`src/rtl/fifo_sync_flags_if.sv`:
```
// Handshake and status bundle for fifo_sync_flags.
// The master side is the producer/consumer; the slave side is the FIFO itself.
interface fifo_sync_flags_if #(
    parameter int DATA_LEN = 8,
    parameter int DEPTH    = 16
);
    localparam int CW = $clog2(DEPTH) + 1;

    logic [DATA_LEN-1:0] DATA_IN_I;
    logic                WRITE_EN_IW;
    logic                READ_EN_IW;
    logic [DATA_LEN-1:0] DATA_OUT_O;
    logic                VALID_OR;
    logic                FULL_OW;
    logic                EMPTY_OW;
    logic                ALMOST_FULL_OW;
    logic                ALMOST_EMPTY_OW;
    logic [CW-1:0]       COUNT_OR;
    logic                OVERFLOW_OR;
    logic                UNDERFLOW_OR;

    modport master (
        output DATA_IN_I, WRITE_EN_IW, READ_EN_IW,
        input  DATA_OUT_O, VALID_OR, FULL_OW, EMPTY_OW, ALMOST_FULL_OW,
               ALMOST_EMPTY_OW, COUNT_OR, OVERFLOW_OR, UNDERFLOW_OR
    );

    modport slave (
        input  DATA_IN_I, WRITE_EN_IW, READ_EN_IW,
        output DATA_OUT_O, VALID_OR, FULL_OW, EMPTY_OW, ALMOST_FULL_OW,
               ALMOST_EMPTY_OW, COUNT_OR, OVERFLOW_OR, UNDERFLOW_OR
    );
endinterface

```
`src/rtl/fifo_sync_flags.sv`:
```
// Single-clock FIFO with occupancy count, almost-full/empty thresholds,
// overflow/underflow pulses and selectable standard or FWFT read mode.
module fifo_sync_flags #(
    parameter int DATA_LEN = 8,
    parameter int DEPTH    = 16,
    parameter int AF_LEVEL = DEPTH - 2,
    parameter int AE_LEVEL = 2,
    parameter int FWFT     = 0
) (
    input logic             CLK_IW,
    input logic             RST_N_IW,
    fifo_sync_flags_if.slave bus
);
    localparam int AW = $clog2(DEPTH);
    localparam int PW = AW + 1;

    if (DATA_LEN < 1) begin : g_bad_len
        $error("fifo_sync_flags: DATA_LEN must be >= 1");
    end
    if (DEPTH < 2 || (DEPTH & (DEPTH - 1)) != 0) begin : g_bad_depth
        $error("fifo_sync_flags: DEPTH must be a power of two >= 2");
    end
    if (AF_LEVEL < 1 || AF_LEVEL > DEPTH) begin : g_bad_af
        $error("fifo_sync_flags: AF_LEVEL out of range 1..DEPTH");
    end
    if (AE_LEVEL < 0 || AE_LEVEL > DEPTH - 1) begin : g_bad_ae
        $error("fifo_sync_flags: AE_LEVEL out of range 0..DEPTH-1");
    end

    logic [PW-1:0]       write_ptr;
    logic [PW-1:0]       read_ptr;
    logic [PW-1:0]       count;
    logic [DATA_LEN-1:0] mem [DEPTH];
    logic                full;
    logic                empty;
    logic                wr_ok;
    logic                rd_ok;
    logic                ovf_q;
    logic                udf_q;

    assign full  = (count == PW'(DEPTH));
    assign empty = (count == '0);
    assign wr_ok = bus.WRITE_EN_IW && !full;
    assign rd_ok = bus.READ_EN_IW && !empty;

    assign bus.FULL_OW         = full;
    assign bus.EMPTY_OW        = empty;
    assign bus.ALMOST_FULL_OW  = (int'(count) >= AF_LEVEL);
    assign bus.ALMOST_EMPTY_OW = (int'(count) <= AE_LEVEL);
    assign bus.COUNT_OR        = count;
    assign bus.OVERFLOW_OR     = ovf_q;
    assign bus.UNDERFLOW_OR    = udf_q;

    // Count is kept as its own register so the flags decode from a flop,
    // but it always tracks write_ptr - read_ptr.
    always_ff @(posedge CLK_IW or negedge RST_N_IW) begin
        if (!RST_N_IW) begin
            write_ptr <= '0;
            read_ptr  <= '0;
            count     <= '0;
            ovf_q     <= 1'b0;
            udf_q     <= 1'b0;
        end else begin
            if (wr_ok) write_ptr <= write_ptr + PW'(1);
            if (rd_ok) read_ptr  <= read_ptr + PW'(1);
            case ({wr_ok, rd_ok})
                2'b10:   count <= count + PW'(1);
                2'b01:   count <= count - PW'(1);
                default: count <= count;
            endcase
            ovf_q <= bus.WRITE_EN_IW && full;
            udf_q <= bus.READ_EN_IW && empty;
        end
    end

    // Storage is not reset; a write landing on an edge held in reset is dropped.
    always_ff @(posedge CLK_IW) begin
        if (wr_ok && RST_N_IW) mem[write_ptr[AW-1:0]] <= bus.DATA_IN_I;
    end

    if (FWFT != 0) begin : g_fwft
        assign bus.DATA_OUT_O = mem[read_ptr[AW-1:0]];
        assign bus.VALID_OR   = 1'b0;
    end else begin : g_std
        logic [DATA_LEN-1:0] dout_q;
        logic                valid_q;

        always_ff @(posedge CLK_IW or negedge RST_N_IW) begin
            if (!RST_N_IW) begin
                dout_q  <= '0;
                valid_q <= 1'b0;
            end else begin
                valid_q <= rd_ok;
                if (rd_ok) dout_q <= mem[read_ptr[AW-1:0]];
            end
        end

        assign bus.DATA_OUT_O = dout_q;
        assign bus.VALID_OR   = valid_q;
    end
endmodule
```
`src/flat_wrapper.sv`:
```
// flat-port wrapper written by rule: the top's interface ports become plain ports
module fifo_sync_flags_flat 
#(
    parameter int DATA_LEN = 8,
    parameter int DEPTH    = 16,
    parameter int AF_LEVEL = DEPTH - 2,
    parameter int AE_LEVEL = 2,
    parameter int FWFT     = 0
)
  (CLK_IW, RST_N_IW, bus_DATA_IN_I, bus_WRITE_EN_IW, bus_READ_EN_IW, bus_DATA_OUT_O, bus_VALID_OR, bus_FULL_OW, bus_EMPTY_OW, bus_ALMOST_FULL_OW, bus_ALMOST_EMPTY_OW, bus_COUNT_OR, bus_OVERFLOW_OR, bus_UNDERFLOW_OR);
  fifo_sync_flags_if #(.DATA_LEN(DATA_LEN), .DEPTH(DEPTH)) bus_i ();
  input logic CLK_IW;
  input logic RST_N_IW;
  input wire logic [$bits(bus_i.DATA_IN_I)-1:0] bus_DATA_IN_I;
  input wire logic [$bits(bus_i.WRITE_EN_IW)-1:0] bus_WRITE_EN_IW;
  input wire logic [$bits(bus_i.READ_EN_IW)-1:0] bus_READ_EN_IW;
  output wire logic [$bits(bus_i.DATA_OUT_O)-1:0] bus_DATA_OUT_O;
  output wire logic [$bits(bus_i.VALID_OR)-1:0] bus_VALID_OR;
  output wire logic [$bits(bus_i.FULL_OW)-1:0] bus_FULL_OW;
  output wire logic [$bits(bus_i.EMPTY_OW)-1:0] bus_EMPTY_OW;
  output wire logic [$bits(bus_i.ALMOST_FULL_OW)-1:0] bus_ALMOST_FULL_OW;
  output wire logic [$bits(bus_i.ALMOST_EMPTY_OW)-1:0] bus_ALMOST_EMPTY_OW;
  output wire logic [$bits(bus_i.COUNT_OR)-1:0] bus_COUNT_OR;
  output wire logic [$bits(bus_i.OVERFLOW_OR)-1:0] bus_OVERFLOW_OR;
  output wire logic [$bits(bus_i.UNDERFLOW_OR)-1:0] bus_UNDERFLOW_OR;
  assign bus_i.DATA_IN_I = bus_DATA_IN_I;
  assign bus_i.WRITE_EN_IW = bus_WRITE_EN_IW;
  assign bus_i.READ_EN_IW = bus_READ_EN_IW;
  assign bus_DATA_OUT_O = bus_i.DATA_OUT_O;
  assign bus_VALID_OR = bus_i.VALID_OR;
  assign bus_FULL_OW = bus_i.FULL_OW;
  assign bus_EMPTY_OW = bus_i.EMPTY_OW;
  assign bus_ALMOST_FULL_OW = bus_i.ALMOST_FULL_OW;
  assign bus_ALMOST_EMPTY_OW = bus_i.ALMOST_EMPTY_OW;
  assign bus_COUNT_OR = bus_i.COUNT_OR;
  assign bus_OVERFLOW_OR = bus_i.OVERFLOW_OR;
  assign bus_UNDERFLOW_OR = bus_i.UNDERFLOW_OR;
  fifo_sync_flags #(.DATA_LEN(DATA_LEN), .DEPTH(DEPTH), .AF_LEVEL(AF_LEVEL), .AE_LEVEL(AE_LEVEL), .FWFT(FWFT)) u_core (.CLK_IW(CLK_IW), .RST_N_IW(RST_N_IW), .bus(bus_i));
endmodule
```
`config.mk`:
```
export PLATFORM = sky130hd
export DESIGN_NAME = fifo_sync_flags_flat
export DESIGN_NICKNAME = d
export VERILOG_FILES = /design/src/rtl/fifo_sync_flags_if.sv /design/src/rtl/fifo_sync_flags.sv /design/src/flat_wrapper.sv
export SDC_FILE = /design/constraint.sdc
export NUM_CORES = 1
export LEC_CHECK = 0
export ABC_CLOCK_PERIOD_IN_PS = 2950
export CORE_AREA = 2 2 136 98
export CTS_BUF_LIST = sky130_fd_sc_hd__clkbuf_8
export DETAILED_ROUTE_END_ITERATION = 8
export DIE_AREA = 0 0 138 100
export PLACE_DENSITY_LB_ADDON = 0.3
export SLEW_MARGIN = 20
export SYNTH_ARGS = -nofsm -noshare
export SYNTH_HDL_FRONTEND = slang
export SYNTH_SLANG_ARGS = --single-unit
```
`constraint.sdc`:
```
create_clock -name CLK_IW -period 2.95 [get_ports CLK_IW]
set_clock_uncertainty 0.05 [all_clocks]
set_input_delay 0.59 -clock CLK_IW [delete_from_list [all_inputs] [get_ports CLK_IW]]
set_output_delay 0.59 -clock CLK_IW [all_outputs]
set_load 0.1 [all_outputs]
```
==> impl_metrics.env <==
export IMPL_cp_arrival_ps=2970
export IMPL_cts_buffers=17
export IMPL_status="finished, final reports clean"
export IMPL_swShare=0.381
export IMPL_area_growth_pct=16.7
export IMPL_p_seq_frac=0.391
export IMPL_ir_worst_vdd_uv=755
export IMPL_startpoint_type="register"
export IMPL_post_route_min_period_ps=2680
export IMPL_critPathSlowestCell="fa_1"
export IMPL_max_cap_violations=0
export IMPL_synth_xor_area_share=0.0143
export IMPL_gr_usage_all_layers=0.177
export IMPL_firstDrtPassIters=4
export IMPL_combPwrFrac=0.394
export IMPL_ys_types=39
export IMPL_fillers=996
export IMPL_yosys_area_share_simple=0.0398
export IMPL_grt_pass1_wl_um=17900
export IMPL_yosys_warnings=0
export IMPL_die_y_um=100
export IMPL_gp_congestion=0.838
export IMPL_dp_hpwl_um=7410
export IMPL_rr_worst_depth=9
export IMPL_cts_resized=0
export IMPL_worstPathMaxFanout=6
export IMPL_slew_violations=0
export IMPL_synth_area_top_cells="edfxtp_1 (63%), dfrtp_1 (9.8%), mux4_2 (8.8%)"
export IMPL_syn_num_nets=332
export IMPL_vias=3019
export IMPL_grt_pass1_vias=3086
export IMPL_p_leak_nw=2.56
export IMPL_async_reset_ff_frac=0.158
export IMPL_synthesis_instances=310
export IMPL_synth_largest_area_cell="edfxtp_1"
export IMPL_power_frac_clock=0.216
export IMPL_synth_fa_ha_area_frac=0.0216
export IMPL_hp_class="register to register"
export IMPL_viasPerCell=5.39
export IMPL_tns_ps=0
export IMPL_avgSynthCellArea_sq_um=19.8
export IMPL_setup_violations=0
export IMPL_synth_top_family_by_area="multiplexers"
export IMPL_hold_buffers=0
export IMPL_cts_root_buf="clkbuf_8"
export IMPL_drc_errors=0
export IMPL_finalCoreUtilization=0.564
export IMPL_grt_start_max_net_pins=34
export IMPL_multiInputGateArea_sq_um=1590
export IMPL_netlist_area_sq_um=6130
export IMPL_num_antenna_cells=0
export IMPL_antenna_left=0
export IMPL_timing_rr_start="u_core.bus.COUNT_OR[3]"
export IMPL_finalPower_w=0.00709
export IMPL_grt_antenna_before_repair=0
export IMPL_ff2ff_setup_slack_ps=270
export IMPL_io_pins=32
export IMPL_ys_flop_type="edfxtp_1"
export IMPL_synthMuxAreaShare=0.152
export IMPL_crit_chain="or3_4 -> o31ai_4 -> inv_2 -> ha_1 -> fa_1 -> a21o_1 -> a21oi_1 -> mux2i_1 -> xnor2_1"
export IMPL_synth_top_area_frac=0.627
export IMPL_drive_gt1_frac=0.302
export IMPL_ctsHtreeMaxLevel=4
export IMPL_powerDensity_nw_per_um2=991
export IMPL_clkSinkCount=152
export IMPL_start_util=0.483
export IMPL_hold_viol_final=0
export IMPL_synth_edf_count=128
export IMPL_cts_tree="yes"
export IMPL_end_kind="register"
export IMPL_die_width_um=138
export IMPL_numPortBuffers=31
export IMPL_die_area_sq_um=13800
export IMPL_post_drt_wl_per_cell_um=20.1
export IMPL_seq_area_sq_um=4450
export IMPL_core_area_sq_um=12700
export IMPL_tightest_slew_ps=565
export IMPL_clk_pin_slew_ps=80
export IMPL_fp_row_count=35
export IMPL_fin_crit_sh=0.908
export IMPL_slew_headroom=0.622
export IMPL_switching_power_w=0.00270
export IMPL_clk_latency_ps=430
export IMPL_grt_ovfl_total=0
export IMPL_routed_wl_um=11200
export IMPL_drt_iter0_markers=251
export IMPL_clk_path_buf_depth=2
export IMPL_ys_ff_latch=152
export IMPL_nNetsFinal=403
export IMPL_synth_compound_area_frac=0.0261
export IMPL_hold_depth=2
export IMPL_rsz0062_at_grt="no"
export IMPL_cp_required_ps=3250
export IMPL_min_from="u_core.bus.DATA_OUT_O[0]"
export IMPL_yosysSeqAreaShare=0.724
export IMPL_worstReg2RegEnd="u_core.bus.COUNT_OR[4]"
export IMPL_max_clock_freq_ghz=0.373
export IMPL_critPathMaxStageDelay_ps=430
export IMPL_path_class="register to register"
export IMPL_worstHoldEndpoint="u_core.bus.DATA_OUT_O[0]"
export IMPL_cts_setup_buffers=0
export IMPL_p_int_w=0.00439
cell usage in the layout (no fill, tap or decap), types with 11 or more instances in the layout:
cell type,n
buf_4,54
mux2i_1,17
nor2_1,17
clkdlybuf4s50_1,11
clkbuf_8,17
edfxtp_1,128
nand2_1,19
mux4_2,24
dfrtp_1,19
registers in the layout, summed over array words and instances (netlist names):
signal                   flops
u_core.bus.COUNT_OR          5
u_core.bus.DATA_OUT_O        8
u_core.bus.OVERFLOW_OR       1
u_core.bus.UNDERFLOW_OR      1
u_core.bus.VALID_OR          1
u_core.mem                 128
u_core.read_ptr              4
u_core.write_ptr             4
worst max-delay path by stage:
stage,from,to,slack [ps],cells past startpoint
3_3_place_gp,bus_WRITE_EN_IW,u_core.bus.COUNT_OR[4],180,9
6_report,u_core.bus.COUNT_OR[3],u_core.bus.COUNT_OR[4],270,9
3_5_place_dp,bus_WRITE_EN_IW,u_core.bus.COUNT_OR[4],90,9
2_1_floorplan,u_core.bus.COUNT_OR[3],u_core.bus.COUNT_OR[4],50,9
5_1_grt,u_core.bus.COUNT_OR[3],u_core.bus.COUNT_OR[4],170,9
4_1_cts,u_core.bus.COUNT_OR[3],u_core.bus.COUNT_OR[4],270,9
cells in the mapped netlist (all sizes together) (3+ instances only):
library cell / n
o221ai: 8
nor2: 17
edfxtp: 128
o21ai: 3
inv: 4
dfrtp: 24
xnor2: 9
buf: 12
mux4: 32
mux2i: 17
ha: 9
nand2: 20
layout make-up:
cell class | count | share of cell area
flip-flops and latches | 152 | 0.622
multi-input cells | 141 | 0.222
repair buffers | 65 | 0.0720
clock buffers | 17 | 0.0327
well taps | 166 | 0.0290
clock inverters | 15 | 0.0208
inverters | 4 | 0.00210
through the flow:
stage / instances / hold WS, ps / setup slack (ps) / cell area (sq um)
3_3_place_gp: 528 / 421 / 179 / 6780
5_1_grt: 560 / 481 / 170 / 7160
3_5_place_dp: 528 / 429 / 87.0 / 6780
6_report: 560 / 456 / 272 / 7160
4_1_cts: 560 / 449 / 265 / 7160
2_1_floorplan: 310 / 244 / 47.8 / 6170
routing by layer:
metal	global-route usage	vias up	share of wire
li1	-	1378	-
met1	0.265	1553	0.49
met2	0.256	79	0.46
met3	0.0410	9	0.047
met4	0.0706	0	0.0083
met5	0	-	0
cell families (layout without fill, tap and decap cells):
group / Yosys count / in the layout
buf+inv: 17 / 101
xor+xnor: 10 / 10
mux: 50 / 50
compound gates: 19 / 19
flops: 152 / 152
simple gates: 52 / 52
fa+ha+maj: 10 / 10
critical path, delay by kind of cell, from the launching register on:
kind	cells	cell delay, ps
multiplexers	1	230
AND/OR/NAND/NOR	1	420
buffers and inverters	1	80
AO/OA/AOI/OAI	3	550
XOR/XNOR	1	140
flip-flops	1	400
adder cells (fa/ha/maj)	2	730
power groups by stage:
stage / Sequential (W) / Combinational (W) / Clock, W
6_report: 0.00277 / 0.00279 / 0.00153
5_1_grt: 0.00280 / 0.00297 / 0.00165
4_1_cts: 0.00277 / 0.00283 / 0.00157
3_5_place_dp: 0.00282 / 0.00282 / 0
3_3_place_gp: 0.00281 / 0.00279 / 0
2_1_floorplan: 0.00350 / 0.00153 / 0
Note: power is estimated with default switching activity, not from simulation.
